File: config.mk
export PLATFORM = sky130hd
export DESIGN_NAME = flit_injector
export DESIGN_NICKNAME = d
export VERILOG_FILES = /design/src/rtl/flit_injector.sv
export SDC_FILE = /design/constraint.sdc
export NUM_CORES = 1
export LEC_CHECK = 0
export ABC_AREA = 1
export ABC_CLOCK_PERIOD_IN_PS = 2500
export CELL_PAD_IN_SITES_DETAIL_PLACEMENT = 0
export CELL_PAD_IN_SITES_GLOBAL_PLACEMENT = 1
export CORE_MARGIN = 2
export CORE_UTILIZATION = 38
export DETAILED_ROUTE_END_ITERATION = 10
export GPL_TIMING_DRIVEN = 1
export PLACE_DENSITY = 0.82
export REMOVE_ABC_BUFFERS = 1
export SLEW_MARGIN = 20
export SYNTH_ARGS = -nofsm -noshare
export SYNTH_HDL_FRONTEND = slang
export SYNTH_SLANG_ARGS = --single-unit
File: constraint.sdc
create_clock -name clk -period 2.5 [get_ports clk]
set_input_delay 0.5 -clock clk [delete_from_list [all_inputs] [get_ports clk]]
set_output_delay 0.5 -clock clk [all_outputs]
set_load 0.01 [all_outputs]
File: src/rtl/flit_injector.sv
// flit_injector: queues core packets for mesh injection and loops self-addressed packets back locally.
// Optional age stamping of queued flits is enabled by defining INJ_AGE_STAMP_EN.
module flit_injector #(
  parameter int ADDRBITS2    = 4,
  parameter int DATABITS     = 32,
  parameter int AGEBITS      = 8,
  parameter int DEPTH        = 4,
  parameter int STARVE_LIMIT = 15
) (
  input  logic                                      clk,
  input  logic                                      rst_n,
  input  logic [ADDRBITS2-1:0]                      ID,
  input  logic                                      req_valid,
  output logic                                      req_ready,
  input  logic [ADDRBITS2-1:0]                      req_dst,
  input  logic [DATABITS-1:0]                       req_data,
  output logic                                      inj_valid,
  input  logic                                      inj_grant,
  output logic [2*ADDRBITS2+AGEBITS+DATABITS-1:0]   inj_flit,
  output logic                                      loop_valid,
  output logic [DATABITS-1:0]                       loop_data,
  output logic                                      starve
);

  localparam int PTRBITS  = $clog2(DEPTH);
  localparam int CNTBITS  = $clog2(DEPTH + 1);
  localparam int WAITBITS = $clog2(STARVE_LIMIT + 1);

  logic                 ready_en_r;
  logic [CNTBITS-1:0]   count_r;
  logic [PTRBITS-1:0]   wr_ptr_r;
  logic [PTRBITS-1:0]   rd_ptr_r;
  logic [WAITBITS-1:0]  wait_r;
  logic                 loop_valid_r;
  logic [DATABITS-1:0]  loop_data_r;
  logic [ADDRBITS2-1:0] dst_mem_r  [DEPTH];
  logic [DATABITS-1:0]  data_mem_r [DEPTH];
  logic [AGEBITS-1:0]   head_age_s;

  logic full_s;
  logic accept_s;
  logic self_s;
  logic push_s;
  logic pop_s;

  // req_ready ignores a same-cycle pop so the accept path stays short
  assign full_s     = (count_r == CNTBITS'(DEPTH));
  assign req_ready  = ready_en_r && !full_s;
  assign accept_s   = req_valid && req_ready;
  assign self_s     = (req_dst == ID);
  assign push_s     = accept_s && !self_s;
  assign inj_valid  = (count_r != {CNTBITS{1'b0}});
  assign pop_s      = inj_valid && inj_grant;
  assign inj_flit   = {dst_mem_r[rd_ptr_r], ID, head_age_s, data_mem_r[rd_ptr_r]};
  assign starve     = (wait_r == WAITBITS'(STARVE_LIMIT));
  assign loop_valid = loop_valid_r;
  assign loop_data  = loop_data_r;

  // Ready is held low through reset and rises on the first edge after release
  always_ff @(posedge clk or negedge rst_n) begin
    if (!rst_n) begin
      ready_en_r <= 1'b0;
    end else begin
      ready_en_r <= 1'b1;
    end
  end

  // Queue occupancy and circular pointers
  always_ff @(posedge clk or negedge rst_n) begin
    if (!rst_n) begin
      count_r  <= {CNTBITS{1'b0}};
      wr_ptr_r <= {PTRBITS{1'b0}};
      rd_ptr_r <= {PTRBITS{1'b0}};
    end else begin
      if (push_s) begin
        wr_ptr_r <= wr_ptr_r + PTRBITS'(1);
      end
      if (pop_s) begin
        rd_ptr_r <= rd_ptr_r + PTRBITS'(1);
      end
      case ({push_s, pop_s})
        2'b10:   count_r <= count_r + CNTBITS'(1);
        2'b01:   count_r <= count_r - CNTBITS'(1);
        default: count_r <= count_r;
      endcase
    end
  end

  // Queue storage; contents are meaningless while count_r says so, hence no reset
  always_ff @(posedge clk) begin
    if (push_s) begin
      dst_mem_r[wr_ptr_r]  <= req_dst;
      data_mem_r[wr_ptr_r] <= req_data;
    end
  end

  // Head-of-line wait counter, saturating at the starvation threshold
  always_ff @(posedge clk or negedge rst_n) begin
    if (!rst_n) begin
      wait_r <= {WAITBITS{1'b0}};
    end else if (pop_s || !inj_valid) begin
      wait_r <= {WAITBITS{1'b0}};
    end else if (wait_r != WAITBITS'(STARVE_LIMIT)) begin
      wait_r <= wait_r + WAITBITS'(1);
    end else begin
      wait_r <= wait_r;
    end
  end

  // Self-addressed packets bypass the queue as a one-cycle local delivery
  always_ff @(posedge clk or negedge rst_n) begin
    if (!rst_n) begin
      loop_valid_r <= 1'b0;
      loop_data_r  <= {DATABITS{1'b0}};
    end else begin
      loop_valid_r <= accept_s && self_s;
      loop_data_r  <= (accept_s && self_s) ? req_data : loop_data_r;
    end
  end

`ifdef INJ_AGE_STAMP_EN
  logic [AGEBITS-1:0] age_r;
  logic [AGEBITS-1:0] age_mem_r [DEPTH];

  // Free-running age clock used for oldest-first deflection arbitration
  always_ff @(posedge clk or negedge rst_n) begin
    if (!rst_n) begin
      age_r <= {AGEBITS{1'b0}};
    end else begin
      age_r <= age_r + AGEBITS'(1);
    end
  end

  // Stamp each enqueued flit with the age at acceptance
  always_ff @(posedge clk) begin
    if (push_s) begin
      age_mem_r[wr_ptr_r] <= age_r;
    end
  end

  assign head_age_s = age_mem_r[rd_ptr_r];
`else
  assign head_age_s = {AGEBITS{1'b0}};
`endif

endmodule

==> flow_metrics.py, run 1 <==
metrics = {
    "clocking": {
        "cts_buffers": 17,
        "cts_sinks": 189,
        "htree_levels": 4,
        "holdBufCountCts": 0,
        "clk_pin_slew_ns": 0.07,
        "clk_latency_ns": 0.43,
        "cts_buffer_depth": 2,
        "tritoncts": "yes",
        "cts-root-buf": "clkbuf_16",
    },
    "sta": {
        "slew_viol_final": 0,
        "hold_ws_ns": 0.0953,
        "rsz0062_at_grt": "no",
        "period_share": 0.942,
        "fin_setup_tns_ns": 0,
        "fin_skew_ns": 0.00742,
        "worst_slew_pin_slew_ns": 0.661,
        "fin_crit_ns": 2.36,
        "timing.max_slew.rel_slack": 0.559,
        "max_freq_mhz": 425,
        "hold_viol": 0,
        "finalSetupViolations": 0,
    },
    "floorplan": {
        "core.rowCount": 51,
        "design.die.area_mm2": 0.0209,
        "start_util": 0.386,
        "ios": 128,
        "fp.coreArea_mm2": 0.0195,
        "die-height_um": 145,
        "die_w_um": 145,
    },
    "power": {
        "leakagePower_nw": 3.73,
        "clkPwrFrac": 0.252,
        "seqPwrFrac": 0.390,
        "p_comb_frac": 0.358,
        "p_switching_mw": 3.57,
        "peakVddDrop_v": 0.000725,
        "total_power_mw": 10.6,
        "power.internal_mw": 7.07,
        "swShare": 0.336,
        "power_density_mw_per_mm2": 1090,
    },
    "routing": {
        "ant_nets": 0,
        "vias": 4981,
        "drt_iter0_markers": 403,
        "routed_wl_um": 17200,
        "drc": 0,
        "viasPerCell": 4.91,
        "dr.pass1.iters": 4,
        "wire_per_inst_um": 17.0,
    },
    "final_layout": {
        "diodes": 0,
        "fin_cells": 1014,
        "design_area_mm2": 0.00974,
        "n_fill_cell": 1720,
        "drive_gt1_frac": 0.100,
        "syn2layout_area_growth_pct": 29.4,
        "nNetsFinal": 787,
    },
    "flow_run": {
        "drv_cap": 0,
    },
    "worst_setup_path": {
        "end_kind": "output pin",
        "worst-r2r-cell-count": 11,
        "worst-path-max-fanout": 4,
        "required_ns": 2.00,
        "start_kind": "flop",
        "r2r_start": "count_r[0]$_DFFE_PN0P_",
        "setup.worst_path.class": "reg -> out",
        "r2r-end": "count_r[2]$_DFFE_PN0P_",
        "cp.arrival_ns": 1.86,
        "r2r_slack_ns": 0.50,
        "startpoint": "wait_r[0]$_DFFE_PN0P_",
    },
    "logic_synthesis": {
        "synth_xor_area_frac": 0.00466,
        "synth_compound_area_frac": 0.0818,
        "synthCells": 606,
        "synth-seq-cells": 189,
        "synth_cell_types": 27,
        "synth_edf_count": 144,
        "syn-cell-area_mm2": 0.00752,
        "yosys.area_share.simple": 0.126,
        "synth_top_family_by_area": "simple AND/OR/NAND/NOR gates",
        "synth_warnings": 0,
        "synth_top_flop_cell": "edfxtp_1",
        "async_reset_ff_frac": 0.238,
        "synth_fa_ha_area_frac": 0.0126,
        "synthMuxAreaShare": 0,
        "synth-seq-area-share": 0.725,
        "postSynthAreaPerCell_um2": 12.4,
    },
    "grt": {
        "grt_max_degree": 51,
        "grt_antenna_before_repair": 0,
        "grt_use_total": 0.172,
        "overflow": 0,
        "grt_first_pass_wirelength_um": 26500,
        "grt_pass1_vias": 4754,
    },
    "placed_design": {
        "dp_cells": 982,
        "place_congestion": 0.729,
        "numPortBuffers": 119,
        "dp_hpwl_um": 10800,
        "detailed_place.area_mm2": 0.00916,
    },
    "outcome": {
        "outcome": "finished clean",
    },
    "worst_hold_path": {
        "hold_path_class": "in -> async",
    },
}
==> metrics by stage <==
step | util | worst slack (ns)
final | 0.500 | 0.145
after global routing | 0.500 | 0.0301
after CTS | 0.500 | 0.112
after detailed placement | 0.471 | -0.152
after global placement | 0.471 | -0.0954
after floorplan | - | -0.527
==> placed cells by master (no fill, tap or decap) <==
cell and count:
xnor2_1 1, ha_1 6, clkinv_4 3, clkdlybuf4s50_1 82, o22ai_1 36, inv_6 4
o21ai_0 71, fa_1 1, nand2_1 91, clkbuf_16 17, nand4_1 32, clkinv_2 2
nand3_1 3, dlygate4sd2_1 36, nor2_1 79, bufinv_16 2, nor3_1 1, buf_2 1
inv_1 27, o21ai_1 3, xor2_1 3, dfrtp_1 44, nor2_4 6, buf_12 9
nand3_4 1, buf_6 3, edfxtp_1 144, conb_1 9, inv_8 2, dfrtp_2 1
buf_4 19, clkbuf_1 1, clkinvlp_4 2, a21oi_1 4, nor2_8 1, nand2_2 2
==> cell type report <==
cell class | count | area, um2 | share of cell area
Clock buffer | 18 | 429 | 0.0441
Clock inverter | 14 | 160 | 0.0165
Inverter | 28 | 110 | 0.0113
Multi-Input combinational cell | 350 | 1760 | 0.180
Sequential cell | 189 | 5450 | 0.560
Tap cell | 265 | 332 | 0.0341
Timing Repair Buffer | 150 | 1500 | 0.154
==> synthesized netlist by cell type (6+ instances only) <==
| cell type | number | share of area |
|---|---|---|
| buf_4 | 15 | 0.015 |
| o21ai_0 | 71 | 0.047 |
| nand2_1 | 91 | 0.045 |
| clkbuf_1 | 15 | 0.0075 |
| nor2_1 | 83 | 0.041 |
| edfxtp_1 | 144 | 0.57 |
| nand4_1 | 32 | 0.027 |
| dfrtp_1 | 45 | 0.15 |
| o22ai_1 | 36 | 0.030 |
| buf_2 | 12 | 0.0080 |
| ha_1 | 6 | 0.010 |
| inv_1 | 27 | 0.013 |
==> power groups by stage <==
stage | logic, mW | clock network, mW | registers, mW
floorplan | 1.56 | 0 | 4.43
global placement | 4.08 | 0 | 4.19
detailed placement | 4.13 | 0 | 4.20
CTS | 3.87 | 2.73 | 4.15
global route | 4.21 | 2.86 | 4.20
finish | 3.81 | 2.68 | 4.15
==> cells by family after synthesis <==
family,Yosys count
AOI/OAI and AO/OA,114
DFF,189
and+or+nand+nor,216
buffers and inverters,74
adders and majority gates,7
other,2
xor gates and xnor gates,4
==> repair_timing <==
item,in CTS,in global routing
endpoints found under the setup margin,36,0
resized for setup,44,0
setup buffers,0,0
==> worst max path at each step <==
stage                     depth (start not counted)                    endpoint
final                                             4                      starve
after global routing                              4                      starve
after CTS                                         4                      starve
after detailed placement                         13      count_r[2]$_DFFE_PN0P_
after global placement                           13      count_r[2]$_DFFE_PN0P_
after floorplan                                   4  data_mem_r[0][0]$_DFFE_PP_
==> layer usage <==
metal | track usage | vias to the layer above | part of all wire
li1 | - | 2388 | -
met1 | 0.228 | 2446 | 0.45
met2 | 0.284 | 130 | 0.49
met3 | 0.0395 | 17 | 0.044
met4 | 0.0506 | 0 | 0.014
met5 | 0 | - | 0
==> worst max-delay path: stages (launching register included) <==
cell and delay [ns]:
dfrtp_1 0.40, ha_1 0.18, nand2_1 0.07, nor2_1 0.20, clkdlybuf4s50_1 0.58
==> flip-flops by register name, summed over array words and instances, names as in the netlist <==
name and cells:
loop_valid 1, loop_data 32, wait_r 4, dst_mem_r 16
ready_en_r 1, rd_ptr_r 2, wr_ptr_r 2, count_r 3
data_mem_r 128
Note: power is estimated with default switching activity, not from simulation.
==> run 2: changes to the inputs <==
Settings changed: GPL_ROUTABILITY_DRIVEN set to 0.
==> results of run 2 <==
Same layout as run 1: the final DEF is identical, and so are final timing and power.
==> run 3: changes to the inputs <==
Settings changed: CORE_MARGIN 2 to unset.
==> flow_metrics.py, run 3 (same netlist as run 1, synthesis figures left out) <==
metrics = {
    "clocking": {
        "cts-root-buf": "clkbuf_16",
        "clk_latency_ns": 0.43,
        "post_cts_buffers": 0,
        "tritoncts": "yes",
        "cts_buffer_depth": 2,
        "cts_buffers": 17,
        "cts_sinks": 189,
        "htree_levels": 4,
        "clk_pin_slew_ns": 0.07,
    },
    "final_layout": {
        "final_common_cell": "edfxtp_1",
        "layout_common_cells": "edfxtp_1 (144), nand2_1 (91), clkdlybuf4s50_1 (82)",
        "design_area_mm2": 0.00978,
        "finish.utilization": 0.502,
        "syn2layout_area_growth_pct": 30.0,
        "n_fill_cell": 1698,
        "diodes": 0,
        "drive_gt1_frac": 0.101,
        "nNetsFinal": 787,
        "largest-register": "data_mem_r",
        "largest_reg_flops": 128,
    },
    "worst_setup_path": {
        "endpoint": "starve",
        "worst-r2r-cell-count": 11,
        "end_kind": "output pin",
        "cp_top_family": "buffers and inverters",
        "path_cells": "ha_1, nand2_1, nor2_2, clkdlybuf4s50_1",
        "slowest_stage": "clkdlybuf4s50_1",
        "required_ns": 2.00,
        "start_kind": "flop",
        "startpoint": "wait_r[0]$_DFFE_PN0P_",
        "cp.arrival_ns": 1.85,
        "critPathMaxStageDelay_ns": 0.58,
        "r2r_start": "count_r[0]$_DFFE_PN0P_",
        "worst-path-max-fanout": 4,
        "r2r-end": "count_r[2]$_DFFE_PN0P_",
        "r2r_slack_ns": 0.52,
        "cp.buffers_inverters": 1,
        "path_depth": 4,
        "setup.worst_path.class": "reg -> out",
    },
    "grt": {
        "grt_pass1_vias": 4658,
        "grt_first_pass_wirelength_um": 26000,
        "overflow": 0,
        "grt_antenna_before_repair": 0,
        "grt_use_total": 0.174,
        "grt_max_degree": 44,
    },
    "sta": {
        "worst_slew_pin_slew_ns": 0.516,
        "fin_skew_ns": 0.00902,
        "period_share": 0.939,
        "max_freq_mhz": 426,
        "rsz0062_at_grt": "no",
        "timing.max_slew.rel_slack": 0.656,
        "finalSetupViolations": 0,
        "hold_viol": 0,
        "fin_crit_ns": 2.35,
        "slew_viol_final": 0,
    },
    "routing": {
        "wire_per_inst_um": 16.7,
        "ant_nets": 0,
        "drt_iter0_markers": 223,
        "drc": 0,
        "viasPerCell": 4.90,
        "routed_wl_um": 16900,
        "dr.pass1.iters": 6,
        "vias": 4964,
    },
    "floorplan": {
        "die-height_um": 143,
        "design.die.area_mm2": 0.0204,
        "fp.coreArea_mm2": 0.0195,
        "core.rowCount": 51,
        "die_w_um": 143,
        "start_util": 0.386,
        "ios": 128,
    },
    "power": {
        "leakagePower_nw": 3.74,
        "peakVddDrop_v": 0.000535,
        "power_density_mw_per_mm2": 1090,
    },
    "placed_design": {
        "numPortBuffers": 119,
        "dp_hpwl_um": 10900,
        "detailed_place.area_mm2": 0.00920,
    },
    "flow_run": {
        "drv_cap": 0,
    },
    "outcome": {
        "outcome": "finished clean",
    },
    "worst_hold_path": {
        "hold_path_class": "in -> async",
    },
}
## run 3: per-layer routing
layer / vias to the layer above / GRT usage / share of wire
met5: - / 0 / 0
met4: 0 / 0.0492 / 0.0046
met3: 8 / 0.0392 / 0.045
met2: 146 / 0.289 / 0.49
met1: 2422 / 0.230 / 0.46
li1: 2388 / - / -
## run 3: worst min-delay path by stage
stage,start,slack [ns],depth (start not counted),to
floorplan,rst_n,0.20,0,count_r[0]$_DFFE_PN0P_
global placement,loop_data[5]$_DFFE_PN0P_,0.46,2,loop_data[5]$_DFFE_PN0P_
detailed placement,loop_data[14]$_DFFE_PN0P_,0.46,2,loop_data[14]$_DFFE_PN0P_
CTS,rst_n,0.03,1,loop_data[14]$_DFFE_PN0P_
global route,rst_n,0.05,1,wait_r[0]$_DFFE_PN0P_
finish,rst_n,0.04,1,loop_data[14]$_DFFE_PN0P_
## run 3: worst reg2reg max path, delay by kind of cell (launching register included)
family / cells / cell delay, ns
fa+ha+maj: 2 / 0.51
simple gates: 5 / 0.49
flops: 1 / 0.40
compound gates: 2 / 0.25
xor+xnor: 1 / 0.15
buf+inv: 1 / 0.06
## run 3: layout make-up
cell class                 count  area (um2)  share of cell area
clock inverter                13         168              0.0172
clock buffer                  19         443              0.0453
multi-input combinational    350        1760               0.180
tap                          265         332              0.0339
timing repair buffer         150        1520               0.155
sequential                   189        5450               0.558
inverter                      28         105              0.0108
## run 3: through the flow
step	TNS [ns]	worst slack [ns]	total power, mW	hold WS (ns)	instances
2_1_floorplan	-88.89	-0.527	5.98	0.204	567
3_3_place_gp	-0.0800	-0.0800	8.31	0.457	982
4_1_cts	0	0.0562	10.8	0.0319	1014
6_report	0	0.153	10.7	0.0395	1014
3_5_place_dp	-0.141	-0.141	8.37	0.462	982
5_1_grt	0	0.00945	11.3	0.0458	1014
## run 3: power breakdown
part / switching [mW] / total (mW) / internal (mW)
registers: 0.242 / 4.16 / 3.92
clock network: 1.14 / 2.74 / 1.61
logic: 2.14 / 3.80 / 1.65
## run 3: repair_timing
item | in CTS | in global routing
hold buffers | 0 | 0
pin swaps | 1 | 0
gates resized for setup | 38 | 1
endpoints found under the setup margin | 36 | 1
